===== src/rtl/exp_mask_mem_wr.sv =====
// Writes one polynomial of mask-sampler coefficient beats to consecutive memory words.
// en_i arms the write. Each accepted beat is written one cycle later at base+k. Stray beats set a sticky error.
module exp_mask_mem_wr #(
    parameter int unsigned EXP_VLD_SAMPLES  = 4,
    parameter int unsigned EXP_VLD_SAMPLE_W = 24,
    parameter int unsigned MEM_ADDR_W       = 14,
    parameter int unsigned COEFF_CNT        = 256
) (
    input  logic                                         clk,
    input  logic                                         rst_b,
    input  logic                                         zeroize,
    input  logic                                         en_i,
    input  logic [MEM_ADDR_W-1:0]                        base_addr_i,
    input  logic                                         data_valid_i,
    input  logic [EXP_VLD_SAMPLES*EXP_VLD_SAMPLE_W-1:0]  data_i,
    output logic                                         mem_we_o,
    output logic [MEM_ADDR_W-1:0]                        mem_addr_o,
    output logic [EXP_VLD_SAMPLES*EXP_VLD_SAMPLE_W-1:0]  mem_wdata_o,
    output logic                                         busy_o,
    output logic                                         done_o,
    output logic                                         error_o
);
    localparam int unsigned DW    = EXP_VLD_SAMPLES * EXP_VLD_SAMPLE_W;
    localparam int unsigned BEATS = COEFF_CNT / EXP_VLD_SAMPLES;
    localparam int unsigned CNT_W = (BEATS > 1) ? $clog2(BEATS) : 1;
    localparam logic [CNT_W-1:0] LAST_BEAT = CNT_W'(BEATS - 1);

    typedef enum logic [1:0] {IDLE, WRITE, DONE} state_e;

    state_e                 state_q;
    logic [CNT_W-1:0]       cnt_q;
    logic [MEM_ADDR_W-1:0]  base_q;
    logic                   mem_we_q;
    logic [MEM_ADDR_W-1:0]  mem_addr_q;
    logic [DW-1:0]          mem_wdata_q;
    logic                   error_q;
    logic [MEM_ADDR_W-1:0]  addr_d;

    // Natural-width addition gives the modulo-2^MEM_ADDR_W wrap.
    assign addr_d = base_q + MEM_ADDR_W'(cnt_q);

    always_ff @(posedge clk or negedge rst_b) begin
        if (!rst_b) begin
            state_q     <= IDLE;
            cnt_q       <= '0;
            base_q      <= '0;
            mem_we_q    <= 1'b0;
            mem_addr_q  <= '0;
            mem_wdata_q <= '0;
            error_q     <= 1'b0;
        end else if (zeroize) begin
            state_q     <= IDLE;
            cnt_q       <= '0;
            base_q      <= '0;
            mem_we_q    <= 1'b0;
            mem_addr_q  <= '0;
            mem_wdata_q <= '0;
            error_q     <= 1'b0;
        end else begin
            mem_we_q <= 1'b0;
            case (state_q)
                IDLE: begin
                    if (en_i) begin
                        base_q  <= base_addr_i;
                        cnt_q   <= '0;
                        error_q <= 1'b0;
                        state_q <= WRITE;
                    end
                    // A beat coincident with en_i is still an error: it sets after the clear.
                    if (data_valid_i) error_q <= 1'b1;
                end
                WRITE: begin
                    if (data_valid_i) begin
                        mem_we_q    <= 1'b1;
                        mem_addr_q  <= addr_d;
                        mem_wdata_q <= data_i;
                        cnt_q       <= cnt_q + CNT_W'(1);
                        if (cnt_q == LAST_BEAT) state_q <= DONE;
                    end
                end
                DONE: begin
                    state_q <= IDLE;
                    if (data_valid_i) error_q <= 1'b1;
                end
                default: state_q <= IDLE;
            endcase
        end
    end

    assign mem_we_o    = mem_we_q;
    assign mem_addr_o  = mem_addr_q;
    assign mem_wdata_o = mem_wdata_q;
    assign busy_o      = (state_q == WRITE);
    assign done_o      = (state_q == DONE);
    assign error_o     = error_q;

endmodule


===== config.mk =====
export PLATFORM = sky130hd
export DESIGN_NAME = exp_mask_mem_wr
export DESIGN_NICKNAME = d
export VERILOG_FILES = /design/src/rtl/exp_mask_mem_wr.sv
export SDC_FILE = /design/constraint.sdc
export NUM_CORES = 1
export LEC_CHECK = 0
export ABC_AREA = 1
export CAP_MARGIN = 20
export CORE_MARGIN = 2
export CORE_UTILIZATION = 40
export CTS_BUF_LIST = sky130_fd_sc_hd__clkbuf_4
export CTS_CLUSTER_SIZE = 14
export DETAILED_ROUTE_END_ITERATION = 6
export PLACE_DENSITY = 0.87
export SLEW_MARGIN = 20
export SYNTH_ARGS = -nofsm -noshare
export SYNTH_HDL_FRONTEND = slang
export SYNTH_SLANG_ARGS = --single-unit

===== constraint.sdc =====
create_clock -name clk -period 1.74 [get_ports clk]
set_input_delay 0.348 -clock clk [delete_from_list [all_inputs] [get_ports clk]]
set_output_delay 0.348 -clock clk [all_outputs]
set_load 0.02 [all_outputs]

==> reports/qor.yml, run 1 <==
maxCapViolCount: 0
syn_avg_cell_area_um2: 11.4
hold_viol_final: 0
synthCells: 492
nNetsFinal: 873
irDropWorstVdd_mv: 0.486
cp_num_buf_inv: 1
met1Wirelength_mm: 6.47
path_cells: "ha_2 -> inv_2 -> fa_2 -> o21ai_4 -> nand2_1 -> nand2_2 -> nand3_2 -> nand3_2 -> nand2_1"
ys_ff_latch: 134
die_area_um2: 15000
synth_fp_nets: 615
layout.cells.non_filler: 942
die_w_um: 122
wirelength_mm: 16.2
cp_max_fo: 4
grt_max_degree: 62
final_antenna_net_count: 0
clock_latency_ns: 0.54
io_pins: 229
violations: "setup timing"
wl_met2_mm: 8.41
htree_levels: 4
final_common_cell: "dfrtp_1"
outcome: "finished, violations left"
drc: 0
cts_buffers: 17
maxSlewHeadroom: 0.709
clock-root-buffer: "clkbuf_4"
cts_buffer_depth: 2
first_pass_iters: 5
mostFrequentLayoutCells: "dfrtp_1, clkdlybuf4s50_1, dlygate4sd2_1"
dp.cells: 903
hold_path_class: "input port to async pin"
critPathRequiredTime_ns: 2.18
p_switching_mw: 2.49
p_leak_nw: 4.47
max_freq_ghz: 0.568
total_power_mw: 7.98
clock_skew_ns: 0.0179
fin_hold_ws_ns: 0.245
comb_power_share: 0.258
p_seq_frac: 0.455
drt-vias-per-instance: 5.15
antenna_found_initial: 0
wl_met3_mm: 1.02
slowest_stage: "dfrtp_1"
rsz0062_at_grt: "yes"
gp_congestion: 0.895
cp.arrival_ns: 2.20
area_delta_synth_final_pct: 52.0
first_global_vias: 4703
p_sw_frac: 0.311
worstMarginPinSlew_ns: 0.434
place_hpwl_mm: 11.4
vias: 4853
port-buffer-count: 228
synth_seq_area_share: 0.599
start_util: 0.406
setup_ws_ns: -0.0206
worst-setup-path-type: "register to register"
syn_area_um2: 5600
num_antenna_cells: 0
rows: 43
drv_slew: 0
clkPwrFrac: 0.286
min_period_ns: 1.76
die_h_um: 122
place_ws_ns: -0.134
ys.warnings.count: 0
cts_sinks: 134
internal-power_mw: 5.50
coreArea_um2: 13800
grt_use_total: 0.212
synth.distinct_cells: 31
start_kind: "register"
overflow: 0
highest_layer: "met4"
cellPowerDensity_nw_per_um2: 938
min_period_over_period: 1.01
drt-initial-drc-count: 392
cts_tree: "done"
max_stage_delay_ns: 0.39
crit_path_end_kind: "register"
clk_pin_slew_ns: 0.13
grt_pass1_wl_mm: 24.3
routedWlPerCell_um: 17.2
setup_viol: 1
post-route-util: 0.617
cpLargestDelayFamily: "adder cells"
drive_above_1_share: 0.123
==> state kept, by name, indices dropped and copies added, names as in the netlist <==
name         flops
base_q          14
cnt_q            6
error_o          1
mem_addr_o      14
mem_wdata_o     96
mem_we_o         1
state_q          2
==> layout make-up <==
| class | count | area [um2] |
|---|---|---|
| Fill cell | 1142 | 5270 |
| Inverter | 37 | 143 |
| Clock buffer | 17 | 128 |
| Timing Repair Buffer | 266 | 2540 |
| Sequential cell | 134 | 3350 |
| Tap cell | 180 | 225 |
| Clock inverter | 14 | 184 |
| Multi-Input combinational cell | 294 | 1930 |
==> worst paths after layout <==
kind                           startpoint               to  slack (ns)  cells after the start
min reg2reg                mem_addr_o[10]   mem_addr_o[10]        0.49                      2
max in group asynchronous           rst_b  mem_wdata_o[90]        0.95                      3
max                             base_q[0]   mem_addr_o[10]       -0.02                      9
min in group clk           base_addr_i[2]        base_q[2]        0.34                      3
min                                 rst_b         cnt_q[2]        0.25                      2
max reg2reg                     base_q[0]   mem_addr_o[10]       -0.02                      9
==> synthesized netlist by cell type <==
master    number  area, um2
xor2_1         2       17.5
buf_2          5       25.0
and2_1         1       6.26
inv_1         32        120
a22o_1        97        850
o21bai_1       1       7.51
nor4b_1        1       8.76
nor3_1         4       20.0
inv_2          5       18.8
nand2_2        3       18.8
nand3b_1       1       7.51
mux2i_1        1       10.0
o21ai_0       16       80.1
o21ai_1       10       50.1
nand2_1       71        267
nand4_1        3       18.8
buf_6         20        225
a21o_1         1       7.51
and3_1         1       6.26
fa_1           1       20.0
buf_4          2       15.0
nand3_1       42        210
or2_1          1       6.26
nor2_2         3       18.8
nor2_1        18       67.6
dfrtp_1      134       3350
a21oi_1        6       30.0
ha_1           7       87.6
o211ai_1       1       7.51
o41ai_1        1       8.76
or2_2          1       6.26
==> power by group through the flow <==
stage	Clock [mW]	Sequential, mW	Combinational (mW)
4_1_cts	2.33	3.62	2.01
5_1_grt	2.49	3.67	2.21
3_3_place_gp	0	3.67	2.13
3_5_place_dp	0	3.69	2.16
6_report	2.29	3.63	2.06
2_1_floorplan	0	3.99	0.731
==> cell families (layout without fill, tap and decap cells) <==
| logic type | Yosys count | after routing | share of synthesized area |
|---|---|---|---|
| mux | 1 | 1 | 0.00179 |
| xor+xnor | 2 | 2 | 0.00313 |
| fa+ha+maj | 8 | 8 | 0.0192 |
| flops | 134 | 134 | 0.599 |
| buf+inv | 64 | 334 | 0.0722 |
| compound gates | 133 | 133 | 0.186 |
| simple gates | 150 | 150 | 0.118 |
==> worst reg2reg max path: stages (launching register included) <==
cell and delay (ns):
dfrtp_1 0.39, ha_2 0.20, inv_2 0.04, fa_2 0.39, o21ai_4 0.20, nand2_1 0.09
nand2_2 0.10, nand3_2 0.10, nand3_2 0.09, nand2_1 0.05
==> layer usage <==
layer	GRT usage	vias up
met5	0	-
met4	0.0797	0
met3	0.0567	31
met2	0.353	189
met1	0.264	2363
li1	-	2270
==> timing repair <==
action	4_1_cts	5_1_grt
setup buffers	3	4
hold buffers	1	0
resized for setup	124	17
hold endpoints to repair	124	0
endpoints found under the setup margin	119	11
pin swaps	1	5
==> metrics by stage <==
| stage | setup TNS [ns] | cell area [um2] |
|---|---|---|
| 2_1_floorplan | 0 | 5600 |
| 3_3_place_gp | -2.30 | 8180 |
| 3_5_place_dp | -6.35 | 8180 |
| 4_1_cts | 0 | 8390 |
| 5_1_grt | -0.233 | 8500 |
| 6_report | -0.0206 | 8500 |
Note: power is estimated with default switching activity, not from simulation.
==> inputs of run 2 (changes only) <==
--- a/config.mk
+++ b/config.mk
@@ -7,7 +7,8 @@
 export LEC_CHECK = 0
 export ABC_AREA = 1
 export CAP_MARGIN = 20
-export CORE_MARGIN = 2
+export CORE_ASPECT_RATIO = 1.5
+export CORE_MARGIN = 4
 export CORE_UTILIZATION = 40
 export CTS_BUF_LIST = sky130_fd_sc_hd__clkbuf_4
 export CTS_CLUSTER_SIZE = 14
==> reports/qor.yml, run 2 (same netlist as run 1, synthesis figures left out) <==
grt_use_total: 0.209  # -0.00280
coreArea_um2: 13600  # -1.3%
area_delta_synth_final_pct: 50.0
irDropWorstVdd_mv: 0.552  # +14%
cp_max_fo: 4  # unchanged
start_util: 0.411  # +0.00523
clk_pin_slew_ns: 0.13  # about the same
routedWlPerCell_um: 18.2  # +5.7%
cts_buffers: 17  # unchanged
io_pins: 229  # unchanged
hold_viol_final: 0  # unchanged
total_power_mw: 7.73  # -3.1%
setup_ws_ns: 0.0317  # +0.0523 ns
drc: 0  # unchanged
nFillCells: 1105  # -3.2%
overflow: 0  # unchanged
first_global_vias: 5036  # +7.1%
antenna_found_initial: 3  # +3
hold_path_class: "input port to async pin"
cp.arrival_ns: 2.13  # -0.07 ns
rows: 52  # +21%
worstMarginPinSlew_ns: 0.425  # -0.00880 ns
drt-vias-per-instance: 5.29  # +2.6%
die_h_um: 153  # +25%
clock_skew_ns: 0.0172  # -0.000735 ns
mostFrequentLayoutCells: "dfrtp_1, clkdlybuf4s50_1, dlygate4sd2_1"
clock_latency_ns: 0.52  # -0.02 ns
gp_congestion: 0.947  # +5.9%
reg2regPathDepth: 8  # -1
post-route-util: 0.617  # about the same
cellPowerDensity_nw_per_um2: 921  # -1.8%
clock-root-buffer: "clkbuf_4"
vias: 4863  # +0.21%
die_w_um: 105  # -14%
final_common_cell: "dfrtp_1"
port-buffer-count: 228  # unchanged
max_freq_ghz: 0.585  # +3.1%
cts_tree: "done"
fin_hold_ws_ns: 0.291  # +0.0450 ns
regArea_um2: 3360  # about the same
min_period_ns: 1.71  # -0.0523 ns
maxSlewHeadroom: 0.715  # +0.00591
timing.rr.end: "cnt_q[3]"
multi_input_area_um2: 1910  # -0.91%
reg2reg_slack_ns: 0.03  # +0.05 ns
maxCapViolCount: 0  # unchanged
worst-setup-path-type: "register to register"
outcome: "complete, no violations"
grt_pass1_wl_mm: 26.8  # +10%
grt_max_degree: 69  # +11%
cts_sinks: 134  # unchanged
place_hpwl_mm: 12.3  # +7.8%
largest_reg_flops: 96  # unchanged
r2r-start: "state_q[0]"
die_area_um2: 16000  # +6.9%
place_ws_ns: -0.146  # -0.0119 ns
drive_above_1_share: 0.118  # -0.00579
cts_buffer_depth: 2  # unchanged
nNetsFinal: 867  # -0.69%
min_period_over_period: 0.982  # -0.0300
first_pass_iters: 5  # unchanged
p_leak_nw: 4.43  # -0.90%
drt-initial-drc-count: 283  # -28%
final_antenna_net_count: 0  # unchanged
setup_viol: 0  # -1
htree_levels: 4  # unchanged
drv_slew: 0  # unchanged
crit_path_end_kind: "register"
critPathRequiredTime_ns: 2.16  # -0.02 ns
wirelength_mm: 16.8  # +3.2%
start_kind: "register"
## run 2: changes by cell type in the layout (fill, tap and decap cells not counted), moves of 3 or more
cell / previous run / this run
buf_4: 29 / 22
bufinv_16: 4 / 1
clkinv_1: 4 / 0
inv_6: 1 / 6
inv_8: 0 / 3
nand3_1: 39 / 42
nand3_2: 3 / 0
## run 2: final cells by class
class / instances / area share
well taps: 162 / 0.0241
multi-input cells: 294 / 0.228
clock inverters: 15 / 0.0186
repair buffers: 260 / 0.297
clock buffers: 17 / 0.0152
diodes: 1 / 0.000298
flip-flops and latches: 134 / 0.400
inverters: 37 / 0.0170
## run 2: worst max-delay path by stage
stage                from              end  cells after the start
2_1_floorplan    cnt_q[0]   mem_addr_o[12]                      9
3_3_place_gp      zeroize  mem_wdata_o[15]                      5
3_5_place_dp      zeroize  mem_wdata_o[19]                      5
4_1_cts         base_q[0]   mem_addr_o[10]                      9
5_1_grt        state_q[0]         cnt_q[3]                      8
6_report       state_q[0]         cnt_q[3]                      8
## run 2: stage by stage
stage / area, um2 / setup TNS (ns) / instances
finish: 8390 / 0 / 920
global route: 8390 / -0.244 / 920
CTS: 8290 / 0 / 914
detailed placement: 8120 / -8.32 / 879
global placement: 8120 / -2.55 / 879
floorplan: 5600 / 0 / 492
## run 2: metal layers
layer,share of wire,global-route usage,vias to the layer above
li1,-,-,2250
met3,0.062,0.0553,30
met4,0.016,0.0700,4
met2,0.55,0.377,187
met1,0.37,0.239,2392
met5,0.0011,0,-
## run 2: what timing repair did
action	in CTS	in global routing
setup buffers	2	5
hold endpoints to repair	37	0
gates resized for setup	124	13
pin swaps	0	2
hold buffers	1	0
endpoints found under the setup margin	117	11
## run 2: power breakdown
group          leakage, nW  switching (mW)  internal, mW
clock network        0.146            1.29         0.766
logic                 2.45            1.11         0.939
registers             1.83           0.201          3.43
total                 4.43            2.60          5.13
## run 2: worst max-delay path: stages (launching register included)
cell      delay (ns)
dfrtp_2         0.47
buf_4           0.15
nor2_2          0.20
nand3_1         0.20
nand2_2         0.16
buf_4           0.12
nor3_1          0.05
o21bai_1        0.19
nor2_1          0.08
==> inputs of run 3 (changes only) <==
--- a/config.mk
+++ b/config.mk
@@ -9,11 +9,11 @@
 export CAP_MARGIN = 20
 export CORE_ASPECT_RATIO = 1.5
 export CORE_MARGIN = 4
-export CORE_UTILIZATION = 40
+export CORE_UTILIZATION = 45
 export CTS_BUF_LIST = sky130_fd_sc_hd__clkbuf_4
 export CTS_CLUSTER_SIZE = 14
 export DETAILED_ROUTE_END_ITERATION = 6
-export PLACE_DENSITY = 0.87
+export PLACE_DENSITY = 0.92
 export SLEW_MARGIN = 20
 export SYNTH_ARGS = -nofsm -noshare
 export SYNTH_HDL_FRONTEND = slang
==> constraint.sdc (replaced) <==
create_clock -name clk -period 1.65 [get_ports clk]
set_input_delay 0.33 -clock clk [delete_from_list [all_inputs] [get_ports clk]]
set_output_delay 0.33 -clock clk [all_outputs]
set_load 0.02 [all_outputs]
==> reports/qor.yml, run 3 (same netlist as run 1, synthesis figures left out) <==
setup_viol: 4  # +4
coreArea_um2: 12100  # -11%
die_area_um2: 14300  # -10%
max_stage_delay_ns: 0.39  # -0.08 ns
clk_pin_slew_ns: 0.12  # about the same
cp_max_fo: 5  # +1
largest_reg_flops: 96  # unchanged
clock_skew_ns: 0.0205  # +0.00332 ns
cp.arrival_ns: 2.16  # +0.03 ns
maxSlewHeadroom: 0.714  # -0.000987
die_h_um: 145  # -5.4%
outcome: "finished, violations left"
overflow: 0  # unchanged
maxCapViolCount: 0  # unchanged
cpLargestDelayFamily: "adder cells"
grt_max_degree: 63  # -8.7%
worst-setup-path-type: "register to register"
io_pins: 229  # unchanged
setup_ws_ns: -0.111  # -0.143 ns
critPathLaunch: "base_q[0]"
reg2regPathDepth: 9  # +1
final_antenna_net_count: 0  # unchanged
rows: 49  # -5.8%
crit_path_end_kind: "register"
area_delta_synth_final_pct: 51.7
first_pass_iters: 4  # -1
drt-initial-drc-count: 247  # -13%
irDropWorstVdd_mv: 0.602  # +9.0%
port-buffer-count: 228  # unchanged
cts_buffers: 17  # unchanged
mostFrequentLayoutCells: "dfrtp_1, clkdlybuf4s50_1, dlygate4sd2_1"
cellPowerDensity_nw_per_um2: 965  # +4.8%
drc: 0  # unchanged
r2r-start: "base_q[0]"
routedWlPerCell_um: 19.4  # +6.7%
min_period_ns: 1.76  # +0.0526 ns
clock-root-buffer: "clkbuf_4"
hold_path_class: "input port to async pin"
cp_num_buf_inv: 1  # -1
max_freq_ghz: 0.568  # -3.0%
die_w_um: 99.0  # -5.3%
cts_buffer_depth: 2  # unchanged
grt_pass1_wl_mm: 26.4  # -1.6%
critPathRequiredTime_ns: 2.04  # -0.12 ns
place_area_um2: 8080  # -0.48%
first_global_vias: 5041  # +0.099%
start_util: 0.463  # +0.0518
timing.rr.end: "mem_addr_o[12]"
reg2reg_slack_ns: -0.11  # -0.14 ns
nNetsFinal: 873  # +0.69%
total_power_mw: 8.19  # +5.9%
stdcell_area_um2: 8490  # +1.1%
hold_viol_final: 0  # unchanged
drv_slew: 0  # unchanged
crit_cells: 9  # +1
violations: "setup timing"
layout.cells.non_filler: 917  # -0.33%
worstSetupEndpoint: "mem_addr_o[12]"
grt_use_total: 0.233  # +0.0243
slowest_stage: "dfrtp_1"
start_kind: "register"
rsz0062_at_grt: "yes"
place_hpwl_mm: 12.6  # +2.5%
antenna_found_initial: 1  # -2
drt-vias-per-instance: 5.50  # +4.0%
worstMarginPinSlew_ns: 0.426  # +0.00147 ns
path_cells: "ha_2 -> inv_2 -> fa_2 -> o21ai_4 -> nand2_2 -> nand2_2 -> nand3_2 -> nand3_2 -> nand2_1"
p_leak_nw: 4.42  # -0.13%
place_ws_ns: -0.170  # -0.0244 ns
vias: 5042  # +3.7%
setup_tns_ns: -0.273  # -0.273 ns
drive_above_1_share: 0.144  # +0.0266
final_common_cell: "dfrtp_1"
cts_sinks: 134  # unchanged
gp_congestion: 0.859  # -9.3%
min_period_over_period: 1.07  # +0.0854
clock_latency_ns: 0.50  # -0.02 ns
htree_levels: 4  # unchanged
dp.cells: 871  # -0.91%
cts_tree: "done"
wirelength_mm: 17.8  # +6.3%
==> run 3: cell count changes in the layout (fill, tap and decap cells not counted), sizes merged <==
cell           delta
buf               +5
bufinv            +1
clkbuf            +3
clkdlybuf4s15     +6
clkinv            +7
dlygate4sd2       -7
inv               -9
==> run 3: cell type report <==
class                   instances  area (um2)
clock buffers                  18         135
multi-input cells             294        1990
repair buffers                266        2530
clock inverters                14         136
inverters                      37         143
fillers                       884        3590
well taps                     153         191
diodes                          1        2.50
flip-flops and latches        134        3360
==> run 3: worst reg2reg max path: stages (launching register included) <==
cell     delay [ns]
dfrtp_1        0.39
ha_2           0.21
inv_2          0.04
fa_2           0.38
o21ai_4        0.23
nand2_2        0.08
nand2_2        0.08
nand3_2        0.07
nand3_2        0.10
nand2_1        0.06
==> run 3: how the worst min path moves through the flow <==
stage	from	endpoint	slack, ns	depth (start not counted)
global route	rst_b	base_q[9]	0.27	2
CTS	rst_b	base_q[9]	0.24	2
global placement	rst_b	base_q[9]	0.26	1
finish	rst_b	base_q[12]	0.28	2
detailed placement	rst_b	base_q[11]	0.27	1
floorplan	rst_b	base_q[0]	0.03	0
==> run 3: power by group <==
part | switching, mW | internal, mW
clock | 1.20 | 0.900
combinational | 1.23 | 1.03
sequential | 0.221 | 3.61
==> run 3: per-stage QoR <==
step	util	hold slack, ns
after floorplan	-	0.0344
after global placement	0.669	0.262
after detailed placement	0.669	0.267
after CTS	0.684	0.244
after global routing	0.703	0.271
final	0.703	0.278
==> run 3: timing repair <==
item                       4_1_cts  5_1_grt
hold endpoints to repair        25        0
setup buffers                    2        9
cloned                           0        1
hold buffers                     1        0
pin swaps                        0       12
resized for setup              129       38
setup endpoints to repair      117       53
==> run 3: per-layer routing <==
layer / track usage / routed length (um) / up-vias
li1: - / - / 2270
met1: 0.264 / 6450 / 2434
met2: 0.418 / 9390 / 274
met3: 0.0512 / 1250 / 64
met4: 0.107 / 736 / 0
met5: 0 / 0 / -
